==> src/rtl/muldiv_unit_if.sv <==
// Request/result bundle between a register-file-fed issue stage and muldiv_unit.
//   Start, Op, OperandA, OperandB, DestIn : request side, driven by the issuer
//   Busy                                  : unit is in RUN or DONE
//   WriteData, WriteReg, RegWrite         : register-file write port
//   DivByZero                             : flags a zero divisor with RegWrite
interface muldiv_unit_if #(
    parameter int unsigned WIDTH  = 16,
    parameter int unsigned ADDR_W = 2
);
    logic              Start;
    logic [1:0]        Op;
    logic [WIDTH-1:0]  OperandA;
    logic [WIDTH-1:0]  OperandB;
    logic [ADDR_W-1:0] DestIn;
    logic              Busy;
    logic [WIDTH-1:0]  WriteData;
    logic [ADDR_W-1:0] WriteReg;
    logic              RegWrite;
    logic              DivByZero;

    modport master (
        output Start, Op, OperandA, OperandB, DestIn,
        input  Busy, WriteData, WriteReg, RegWrite, DivByZero
    );

    modport slave (
        input  Start, Op, OperandA, OperandB, DestIn,
        output Busy, WriteData, WriteReg, RegWrite, DivByZero
    );
endinterface

==> src/rtl/muldiv_unit.sv <==
// Iterative unsigned multiply/divide unit: shift-add multiply (LSB first) and
// restoring divide (MSB first), one bit per cycle, result written back to the
// register file as a single-cycle RegWrite pulse WIDTH+1 cycles after Start.
//   Clock  : rising-edge clock
//   ResetN : asynchronous active-low reset, aborts any operation in flight
//   bus    : muldiv_unit_if slave (request inputs, write-port outputs)
module muldiv_unit #(
    parameter int unsigned WIDTH  = 16,
    parameter int unsigned ADDR_W = 2
) (
    input  logic          Clock,
    input  logic          ResetN,
    muldiv_unit_if.slave  bus
);
    localparam int unsigned CNT_W = (WIDTH > 1) ? $clog2(WIDTH) : 1;
    localparam logic [CNT_W-1:0] LAST_ITER = CNT_W'(WIDTH - 1);

    typedef enum logic [1:0] {IDLE, RUN, DONE} state_t;

    state_t              state;
    logic [WIDTH-1:0]    aReg;      // multiplicand / dividend (shifts left on divide)
    logic [WIDTH-1:0]    bReg;      // multiplier (shifts right) / divisor (fixed)
    logic [1:0]          opReg;
    logic [ADDR_W-1:0]   destReg;
    logic [2*WIDTH-1:0]  acc;       // product, or quotient in the low half
    logic [WIDTH:0]      rem;       // partial remainder
    logic [CNT_W-1:0]    cnt;

    logic [WIDTH:0]      mulSum;
    logic [WIDTH:0]      shiftedRem;
    logic [WIDTH+1:0]    trialDiff;
    logic                qBit;
    logic [WIDTH:0]      remNext;
    logic [2*WIDTH-1:0]  accNext;
    logic [WIDTH-1:0]    resultNext;
    logic                unusedRemMsb;

    // The partial remainder never exceeds the divisor, so its top bit only
    // exists to keep the trial subtraction wide enough.
    assign unusedRemMsb = rem[WIDTH];

    // One iteration of either datapath, plus the result it would produce.
    always_comb begin
        mulSum     = (WIDTH+1)'(acc[2*WIDTH-1:WIDTH]) + (WIDTH+1)'(bReg[0] ? aReg : '0);
        shiftedRem = {rem[WIDTH-1:0], aReg[WIDTH-1]};
        trialDiff  = (WIDTH+2)'(shiftedRem) - (WIDTH+2)'(bReg);
        qBit       = ~trialDiff[WIDTH+1];
        remNext    = qBit ? trialDiff[WIDTH:0] : shiftedRem;
        if (opReg[1]) begin
            accNext = {acc[2*WIDTH-1:WIDTH], acc[WIDTH-2:0], qBit};
        end else begin
            accNext = {mulSum, acc[WIDTH-1:1]};
        end
        case (opReg)
            2'b00:   resultNext = accNext[WIDTH-1:0];
            2'b01:   resultNext = accNext[2*WIDTH-1:WIDTH];
            2'b10:   resultNext = accNext[WIDTH-1:0];
            default: resultNext = remNext[WIDTH-1:0];
        endcase
    end

    // Control FSM, iteration registers and registered write-port outputs.
    always_ff @(posedge Clock or negedge ResetN) begin
        if (!ResetN) begin
            state         <= IDLE;
            aReg          <= '0;
            bReg          <= '0;
            opReg         <= '0;
            destReg       <= '0;
            acc           <= '0;
            rem           <= '0;
            cnt           <= '0;
            bus.Busy      <= 1'b0;
            bus.WriteData <= '0;
            bus.WriteReg  <= '0;
            bus.RegWrite  <= 1'b0;
            bus.DivByZero <= 1'b0;
        end else begin
            case (state)
                IDLE: begin
                    bus.RegWrite  <= 1'b0;
                    bus.DivByZero <= 1'b0;
                    if (bus.Start) begin
                        aReg     <= bus.OperandA;
                        bReg     <= bus.OperandB;
                        opReg    <= bus.Op;
                        destReg  <= bus.DestIn;
                        acc      <= '0;
                        rem      <= '0;
                        cnt      <= '0;
                        bus.Busy <= 1'b1;
                        state    <= RUN;
                    end
                end
                RUN: begin
                    acc <= accNext;
                    rem <= remNext;
                    if (opReg[1]) begin
                        aReg <= {aReg[WIDTH-2:0], 1'b0};
                    end else begin
                        bReg <= {1'b0, bReg[WIDTH-1:1]};
                    end
                    cnt <= cnt + CNT_W'(1);
                    if (cnt == LAST_ITER) begin
                        bus.RegWrite  <= 1'b1;
                        bus.WriteData <= resultNext;
                        bus.WriteReg  <= destReg;
                        // Divisor is never shifted, so bReg still holds it here.
                        bus.DivByZero <= opReg[1] && (bReg == '0);
                        state         <= DONE;
                    end
                end
                DONE: begin
                    bus.RegWrite  <= 1'b0;
                    bus.DivByZero <= 1'b0;
                    bus.Busy      <= 1'b0;
                    state         <= IDLE;
                end
                default: state <= IDLE;
            endcase
        end
    end
endmodule

==> src/flat_wrapper.sv <==
// flat-port wrapper written by rule: the top's interface ports become plain ports
module muldiv_unit_flat 
#(
    parameter int unsigned WIDTH  = 16,
    parameter int unsigned ADDR_W = 2
)
  (Clock, ResetN, bus_Start, bus_Op, bus_OperandA, bus_OperandB, bus_DestIn, bus_Busy, bus_WriteData, bus_WriteReg, bus_RegWrite, bus_DivByZero);
  muldiv_unit_if #(.WIDTH(WIDTH), .ADDR_W(ADDR_W)) bus_i ();
  input  logic Clock;
  input  logic ResetN;
  input wire logic [$bits(bus_i.Start)-1:0] bus_Start;
  input wire logic [$bits(bus_i.Op)-1:0] bus_Op;
  input wire logic [$bits(bus_i.OperandA)-1:0] bus_OperandA;
  input wire logic [$bits(bus_i.OperandB)-1:0] bus_OperandB;
  input wire logic [$bits(bus_i.DestIn)-1:0] bus_DestIn;
  output wire logic [$bits(bus_i.Busy)-1:0] bus_Busy;
  output wire logic [$bits(bus_i.WriteData)-1:0] bus_WriteData;
  output wire logic [$bits(bus_i.WriteReg)-1:0] bus_WriteReg;
  output wire logic [$bits(bus_i.RegWrite)-1:0] bus_RegWrite;
  output wire logic [$bits(bus_i.DivByZero)-1:0] bus_DivByZero;
  assign bus_i.Start = bus_Start;
  assign bus_i.Op = bus_Op;
  assign bus_i.OperandA = bus_OperandA;
  assign bus_i.OperandB = bus_OperandB;
  assign bus_i.DestIn = bus_DestIn;
  assign bus_Busy = bus_i.Busy;
  assign bus_WriteData = bus_i.WriteData;
  assign bus_WriteReg = bus_i.WriteReg;
  assign bus_RegWrite = bus_i.RegWrite;
  assign bus_DivByZero = bus_i.DivByZero;
  muldiv_unit #(.WIDTH(WIDTH), .ADDR_W(ADDR_W)) u_core (.Clock(Clock), .ResetN(ResetN), .bus(bus_i));
endmodule
==> config.mk <==
export PLATFORM = sky130hd
export DESIGN_NAME = muldiv_unit_flat
export DESIGN_NICKNAME = d
export VERILOG_FILES = /design/src/rtl/muldiv_unit_if.sv /design/src/rtl/muldiv_unit.sv /design/src/flat_wrapper.sv
export SDC_FILE = /design/constraint.sdc
export NUM_CORES = 1
export LEC_CHECK = 0
export CAP_MARGIN = 30
export CORE_UTILIZATION = 50
export CTS_BUF_LIST = sky130_fd_sc_hd__clkbuf_8
export CTS_CLUSTER_SIZE = 14
export DETAILED_ROUTE_END_ITERATION = 6
export PLACE_DENSITY = 0.74
export SLEW_MARGIN = 5
export SYNTH_ARGS = -nofsm -noshare
export SYNTH_HDL_FRONTEND = slang
export SYNTH_SLANG_ARGS = --single-unit
==> constraint.sdc <==
create_clock -name Clock -period 2.8 [get_ports Clock]
set_input_delay 0.7 -clock Clock [delete_from_list [all_inputs] [get_ports Clock]]
set_output_delay 0.7 -clock Clock [all_outputs]
set_load 0.005 [all_outputs]
# Word-level counts from Yosys, hierarchy flattened
# Index checks and enable logic that the tools add are counted.
# Widths: inputs -> output; s select.
totals:
  out_inout_bits: 21
  word_cells: 68
  regBits: 111
  in_bits: 39
op_classes:
  eq_ne: 9
  n_mux: 25
  n_addsub: 3
  bitwise_logic: 1
  n_reduce_logical: 17
op_table:
  columns: ["cell", "count"]
  rows:
  - ["$pmux 16 s2", 4]
  - ["$mux 16", 7]
  - ["$mux 32", 2]
  - ["$pmux 32 s2", 1]
  - ["$sub 17x16->18", 1]
  - ["$add 16x17->17", 1]
  - ["$logic_not 16->1", 1]
  - ["$reduce_and 2->1", 6]
  - ["$pmux 4 s2", 1]
  - ["$pmux 1 s2", 3]
  - ["$reduce_and 3->1", 2]
  - ["$reduce_bool 2->1", 3]
  - ["$add 4x1->4 const B", 1]
  - ["$eq 2x1->1 const B", 2]
  - ["$eq 2x2->1 const B", 2]
  - ["$eq 4x4->1 const B", 1]
  - ["$logic_not 2->1", 2]
  - ["$mux 2", 2]
  - ["$mux 4", 1]
  - ["$ne 2x1->1 const B", 2]
  - ["$ne 2x2->1 const B", 2]
  - ["$pmux 2 s2", 1]
  - ["$reduce_or 2->1", 2]
  - ["$mux 1", 3]
  - ["other kinds (2)", 2]

# Longest topological paths before layout
# Gate-level depths: netlist of run 1.
logic_depth:
  ltp_word: 4
  depth_mapped: 13
  mapped_depth_nobuf: 12

# Worst setup path after synthesis of run 1
# OpenSTA, ideal clock, no wires.
synth_timing:
  kind: "register -> register"
  start: "reg u_core.bReg[0]"
  end: "reg u_core.bus.WriteData[9]"
  path_slack_ns: -0.030
  arrival_ns: 2.706
  setup_time_ns: 0.124
  t_required_ns: 2.676
  synth_period_minus_slack_ns: 2.830
  path_stages_with_launch: 14
  path_buffers: 1
  cell_sequence: "dfrtp_1 -> clkbuf_1 -> and2_1 -> ha_1 -> inv_1 -> fa_1 -> nor2b_1 -> o31a_1 -> o21ai_0 -> o21bai_1 -> a2111oi_0 -> and4b_1 -> nor2_1 -> o31a_1"
synth_between:
  elab_chain_len: 4
  word_cells_on_any_way: 6
  cone_classes: "add/sub (2); mux (4)"
synth_lines:
  columns: ["item", "line", "source"]
  rows:
  - ["from (decl)", "muldiv_unit.sv:22", "logic [WIDTH-1:0] bReg;"]
  - ["from (signal assigned)", "muldiv_unit.sv:85", "bReg <= bus.OperandB;"]
  - ["from (signal assigned)", "muldiv_unit.sv:101", "bReg <= {1'b0, bReg[WIDTH-1:1]};"]
  - ["$mux 16", "muldiv_unit.sv:44", "mulSum = (WIDTH+1)'(acc[2*WIDTH-1:WIDTH]) + (WIDTH+1)'(bReg[0] ? aReg : '0);"]
  - ["$add 16x17->17", "muldiv_unit.sv:44", null]
  - ["$mux 32", "muldiv_unit.sv:49", "if (opReg[1]) begin"]
  - ["$pmux 16 s2 *", "muldiv_unit.sv:54", "case (opReg)"]
  - ["to (signal assigned)", "muldiv_unit.sv:106", "bus.WriteData <= resultNext;"]
  - ["to (decl)", "muldiv_unit_if.sv:28", "output Busy, WriteData, WriteReg, RegWrite, DivByZero"]
# Mark *: on every way between the ends. The rest lies on a longest branch, timed or not.
# A chain may end at the register's enable or synchronous reset.

# Worst setup path in the final report of run 1
layout_timing:
  start: "reg u_core.bReg[0]"
  end: "reg u_core.bus.WriteData[5]"
# The elaborated chain is that of the path after synthesis.

==> metrics.md, run 1 <==
| Metric | Value |
|---|---|
| Async set-reset flop share out of synthesis | `1.000` |
| Chip Width | `roughly 120 um` |
| Outcome | `complete, but fails checks` |
| TritonRoute pass-1 iters | `5` |
| Worst skew pair latency | `around 0.39 ns` |
| Yosys warning count | `0` |
| Final setup vio count | `1` |
| Post-Synthesis Net Count | `788` |
| CP endpoint kind | `flip-flop` |
| Synth top area cells | `dfrtp_1, mux2i_1, ha_1, o21ai_0, nand2_1` |
| Initial core utilization | `0.5211` |
| Hold-fix buffers, CTS | `0` |
| Synth Cell Area | `0.006683 mm^2` |
| Number of global-route vias before repair | `~5,700` |
| Final HPWL DP | `between 10 and 15 mm` |
| Aggregate global routing overflow | `0` |
| Count of cell types in the netlist | `60` |
| Inst Count DP | `~960` |
| Lkg Pwr | `3.665 nW` |
| Total track usage | `0.2622` |
| Worst Setup Start Kind | `flip-flop` |
| Synth Register Bits | `111` |
| Avg Synthesized Cell Area | `9.373 um^2` |
| Largest net degree at the start of global routing | `64` |
| Data required, critical path | `about 3.1 ns` |
| CP Max Fanout | `7` |
| CTS Buf Count | `9` |
| Post-synth EDFFs | `0` |
| Hold WS | `0.2442 ns` |
| Core Util, Final | `0.6503` |
| Clock sink total | `111` |
| Worst setup margin | `-0.006953 ns` |
| Vias per cell | `around 6` |
| Clock skew | `0.01405 ns` |
| Worst vdd ir | `0.6784 mV` |
| Fin area | `approximately 0.0083 mm^2` |
| RSZ-0062 raised after global routing | `true` |
| FP Rows | `between 40 and 50` |
| Cell taking the most area after synthesis | `dfrtp_1` |
| Failing checks | `negative setup slack` |
| CP arrival | `between 3 and 4 ns` |
| Core area | `approximately 0.013 mm^2` |
| Initial antenna violation count | `0` |
| Final hold violations | `0` |
| Max-cap violations | `0` |
| CTS clk-pin slew, worst paths | `between 0.1 and 0.15 ns` |
| Nets | `890` |
| Clock Path Buffers | `2` |
| WL final | `17.99 mm` |
| Routability congestion estimate | `a little over 1` |
| Global-route wire length before repair | `approximately 29 mm` |
| Commonest cells after routing, fill and taps aside | `dfrtp_1, nand2_1, o21ai_0, buf_4, clkdlybuf4s50_1` |
| Area grow syn2layout | `24.81%` |
| Most common cell after layout, fill and taps aside | `dfrtp_1` |
| Crit. Startpoint | `u_core.bReg[0]` |
| Top cell type's share of synthesized area | `0.4157` |
| FMAX | `between 300 and 400 MHz` |
| CP Class | `reg2reg` |
| Die area | `around 0.014 mm^2` |
| Die height | `117.6 um` |
| Routed WL per cell | `18.17 um` |
| Hold crit path type | `in2async` |
| ANT cells | `0` |
| Layout cells sized above 1 | `0.1834` |
| Worst Tran Pin Value | `0.8612 ns` |
| # DRC | `0` |
| TritonCTS clock tree | `done` |
| Initial DRC count | `456` |
| Register area share after synthesis | `0.4157` |
| Pwr Total | `10.90 mW` |
| Pwr Density | `around 1300 mW/mm^2` |
| Worst flop-to-flop path startpoint | `u_core.bReg[0]` |
| Depth of the CTS H-tree | `3` |
| Mapped Cells | `a little over 700` |
| Instance area at placement | `roughly 0.0077 mm^2` |
| Vias | `a little under 6,000` |
| Clk root buf | `clkbuf_8` |
| Top FF cell, synth | `dfrtp_1` |
| I/O pin count | `60` |
| Period utilisation layout | `1.002` |
| Post-route insts no fill | `990` |
| Port Buffer Count | `59` |
| Min Tclk post-route | `2.807 ns` |
| Final ANT Viol Nets | `0` |
| Worst rel slew slack | `0.4258` |
| Max-slew violation count | `0` |
[per-stage QoR]
step                      setup TNS [ns]  worst slack (ns)
after floorplan                        0           0.01471
after global placement           -0.3979          -0.08869
after detailed placement          -1.320           -0.1748
after CTS                              0         0.0004505
after global routing             -0.3567           -0.1208
final                          -0.006953         -0.006953
[worst paths after layout]
kind                       cells after the start  slack (ns)                       to
max reg2reg                                   12      -0.007  u_core.bus.WriteData[5]
max in group asynchronous                      2        1.85          u_core.bReg[14]
max                                           12      -0.007  u_core.bus.WriteData[5]
min reg2reg                                    2        0.49  u_core.bus.WriteData[0]
min in group Clock                             2        0.49  u_core.bus.WriteData[0]
min                                            1        0.24           u_core.rem[14]
[power by group]
part	switching, mW	total [mW]	internal (mW)
clock	0.555	0.981	0.426
combinational	3.75	7.02	3.27
sequential	0.612	2.90	2.29
total	4.92	10.9	5.98
[sequential cells by signal (all words and copies together) (netlist names), 2 cells and up]
signal / flops
u_core.aReg: 16
u_core.bus.WriteData: 16
u_core.destReg: 2
u_core.state: 2
u_core.opReg: 2
u_core.acc: 32
u_core.bReg: 16
u_core.bus.WriteReg: 2
u_core.cnt: 4
u_core.rem: 16
[area by class of cell]
| type | count | area [um^2] |
|---|---|---|
| clock buffers | 10 | 137.6 |
| clock inverters | 4 | 48.80 |
| fillers | 1026 | 4484 |
| inverters | 30 | 112.6 |
| multi-input cells | 535 | 3933 |
| flip-flops and latches | 111 | 2780 |
| well taps | 172 | 215.2 |
| repair buffers | 128 | 1114 |
[synthesized netlist by cell type, types with 8 or more instances]
library cell	instances
nor2_1	42
a31oi_1	10
a21oi_1	30
a21o_1	10
a22o_1	19
and2_1	14
dfrtp_1	111
mux2i_1	60
nand2_1	96
clkbuf_1	29
inv_1	29
xnor2_1	18
ha_1	34
nor3_1	8
o21ai_0	79
nand3_1	13
[routing by layer]
| metal | global-route usage | wire (um) | part of all wire |
|---|---|---|---|
| met1 | 0.3728 | 8214 | 0.46 |
| met2 | 0.3868 | 8168 | 0.45 |
| met3 | 0.04797 | 1159 | 0.064 |
| met4 | 0.1218 | 445 | 0.025 |
| met5 | 0 | 0 | 0 |
[repair_timing]
action,in CTS,in global routing
resized for setup,16,45
setup buffers,7,11
cloned,0,0
endpoints found under the setup margin,19,20
pin swaps,9,21
[worst max-delay path: stages, from the launching register on]
cell and delay, ns:
dfrtp_2 0.47, and2_4 0.18, ha_4 0.15, inv_2 0.05, fa_2 0.23, nor2b_2 0.05, o31a_1 0.31, buf_4 0.15
o21a_1 0.18, nor2_2 0.13, xnor2_2 0.08, mux4_2 0.46, mux2_4 0.26
[kinds of logic after synthesis]
| family | count (synthesis) | synth area share |
|---|---|---|
| mux | 71 | 0.1157 |
| buf+inv | 67 | 0.03932 |
| compound gates | 200 | 0.1906 |
| simple gates | 203 | 0.1363 |
| xor+xnor | 25 | 0.03277 |
| flops | 111 | 0.4157 |
| fa+ha+maj | 36 | 0.06965 |
Note: power is estimated with default switching activity, not from simulation.
==> run 2: changes to the inputs <==
--- a/config.mk
+++ b/config.mk
@@ -10,8 +10,11 @@
 export CTS_BUF_LIST = sky130_fd_sc_hd__clkbuf_8
 export CTS_CLUSTER_SIZE = 14
 export DETAILED_ROUTE_END_ITERATION = 6
+export GPL_ROUTABILITY_DRIVEN = 0
 export PLACE_DENSITY = 0.74
+export SKIP_LAST_GASP = 1
 export SLEW_MARGIN = 5
 export SYNTH_ARGS = -nofsm -noshare
 export SYNTH_HDL_FRONTEND = slang
 export SYNTH_SLANG_ARGS = --single-unit
+export TNS_END_PERCENT = 5
==> metrics.md, run 2 (synthesis results as in run 1) <==
| Metric | Value |
|---|---|
| Max-cap violations | `0 (unchanged)` |
| Initial DRC count | `456 (unchanged)` |
| Setup WS pre-CTS | `-0.1587 ns (+0.01606 ns)` |
| Clock skew | `0.01236 ns (-0.001686 ns)` |
| Worst rel slew slack | `0.4398 (+0.01399)` |
| Nets | `886 (-0.45%)` |
| Most common cell after layout, fill and taps aside | `dfrtp_1` |
| WL final | `18.46 mm (+2.6%)` |
| Period utilisation layout | `0.9926 (-0.009912)` |
| Final hold violations | `0 (unchanged)` |
| I/O pin count | `60 (unchanged)` |
| Total track usage | `0.2687 (+0.006424)` |
| Initial core utilization | `0.5211 (unchanged)` |
| Post-route insts no fill | `988 (-0.20%)` |
| Outcome | `completed` |
| Top reg by flops | `u_core.acc` |
| Worst Setup Start Kind | `flip-flop` |
| Final setup vio count | `0 (-1)` |
| Vias | `5,951 (+1.6%)` |
| Min Tclk post-route | `2.779 ns (-0.02775 ns)` |
| Inst Count DP | `955 (-0.31%)` |
| Core Util, Final | `0.6510 (+0.0006830)` |
| Initial antenna violation count | `0 (unchanged)` |
| Clock sink total | `111 (unchanged)` |
| Die area | `0.01383 mm^2 (unchanged)` |
| Depth of the CTS H-tree | `3 (unchanged)` |
| Largest net degree at the start of global routing | `64 (unchanged)` |
| Worst setup margin | `0.02080 ns (+0.02775 ns)` |
| # DRC | `0 (unchanged)` |
| Hold-fix buffers, CTS | `0 (unchanged)` |
| Hold crit path type | `in2async` |
| Most used cell, CP | `o21ai_2` |
| FMAX | `359.8 MHz (+1.0%)` |
| Cell Chain, Critical Path | `ha_4 -> a21o_1 -> nand2b_4 -> o21ai_2 -> o21ai_2 -> a31o_4 -> buf_6 -> mux2i_4 -> mux4_2 -> mux2_2` |
| Delay-heaviest family, CP | `multiplexers` |
| Routed WL per cell | `18.69 um (+2.8%)` |
| Die height | `117.6 um (unchanged)` |
| Data required, critical path | `3.09 ns (about the same)` |
| Clk root buf | `clkbuf_8` |
| FP Rows | `41 (unchanged)` |
| Clock Path Buffers | `2 (unchanged)` |
| Core area | `0.01282 mm^2 (unchanged)` |
| Critical path buffers and inverters | `1 (-1)` |
| Worst Tran Pin Value | `0.8372 ns (-0.02408 ns)` |
| Slowest-stage cell, CP | `mux4_2` |
| RSZ-0062 raised after global routing | `true` |
| Critical path's largest stage delay | `0.48 ns (about the same)` |
| Chip Width | `117.6 um (unchanged)` |
| TritonRoute pass-1 iters | `5 (unchanged)` |
| Pwr Density | `1316 mW/mm^2 (+0.71%)` |
| Pwr Total | `10.99 mW (+0.82%)` |
| Total Neg Setup Slack | `0 ns (+0.006953 ns)` |
| Area grow syn2layout | `24.94%` |
| CP endpoint kind | `flip-flop` |
| CTS Buf Count | `9 (unchanged)` |
| Vias per cell | `6.023 (+1.8%)` |
| Port Buffer Count | `59 (unchanged)` |
| Lkg Pwr | `3.668 nW (about the same)` |
| ANT cells | `0 (unchanged)` |
| Largest register FFs | `32 (unchanged)` |
| Commonest cells after routing, fill and taps aside | `dfrtp_1, nand2_1, o21ai_0, buf_4` |
| CTS clk-pin slew, worst paths | `0.11 ns (about the same)` |
| Layout cells sized above 1 | `0.1850 (+0.001675)` |
| Max-slew violation count | `0 (unchanged)` |
| CP Max Fanout | `4 (-3)` |
| Final ANT Viol Nets | `0 (unchanged)` |
| Global-route wire length before repair | `29.70 mm (+2.5%)` |
| CP arrival | `3.07 ns (-0.02 ns)` |
| CP Class | `reg2reg` |
| Worst vdd ir | `0.5856 mV (-14%)` |
| TritonCTS clock tree | `done` |
| Worst skew pair latency | `0.40 ns (about the same)` |
| Final HPWL DP | `13.08 mm (+0.68%)` |
| Number of global-route vias before repair | `5,642 (-0.93%)` |
| Aggregate global routing overflow | `0 (unchanged)` |
## run 2: area by class of cell
type	count	area, um^2
Clock buffer	9	123.9
Clock inverter	7	71.32
Fill cell	1025	4476
Inverter	30	112.6
Multi-Input combinational cell	535	3946
Sequential cell	111	2780
Tap cell	172	215.2
Timing Repair Buffer	124	1100
## run 2: path summary, 6_finish.rpt
path                              startpoint                      end  slack [ns]  depth (start not counted)
setup / recovery               u_core.rem[3]  u_core.bus.WriteData[1]        0.02                         10
hold reg to reg            u_core.destReg[1]   u_core.bus.WriteReg[1]        0.49                          2
max in group asynchronous             ResetN            u_core.cnt[1]        1.85                          2
setup reg to reg               u_core.rem[3]  u_core.bus.WriteData[1]        0.02                         10
hold / removal                        ResetN           u_core.rem[10]        0.29                          1
min in group Clock         u_core.destReg[1]   u_core.bus.WriteReg[1]        0.49                          2
## run 2: per-layer routing
layer | wire [um] | part of all wire | track usage | vias up
met5 | 0 | 0 | 0 | -
met4 | 652 | 0.035 | 0.1138 | 0
met3 | 1014 | 0.055 | 0.04167 | 55
met2 | 8464 | 0.46 | 0.4154 | 202
met1 | 8329 | 0.45 | 0.3744 | 2952
li1 | - | - | - | 2742
## run 2: per-stage QoR
stage / hold slack (ns) / area (um^2)
3_3_place_gp: 0.4499 / 7715
6_report: 0.2884 / 8349
2_1_floorplan: 0.4044 / 6684
3_5_place_dp: 0.4620 / 7726
4_1_cts: 0.3040 / 8008
5_1_grt: 0.3373 / 8349
## run 2: timing repair
item / in CTS / in global routing
buffers inserted: 4 / 13
pin swaps: 5 / 21
setup endpoints to repair: 17 / 24
resized for setup: 11 / 54
## run 2: power by group
group / internal, mW / switching, mW / leakage [nW]
logic: 3.28 / 3.77 / 2.13
clock network: 0.416 / 0.594 / 0.103
registers: 2.29 / 0.634 / 1.43
total: 5.99 / 5.00 / 3.67
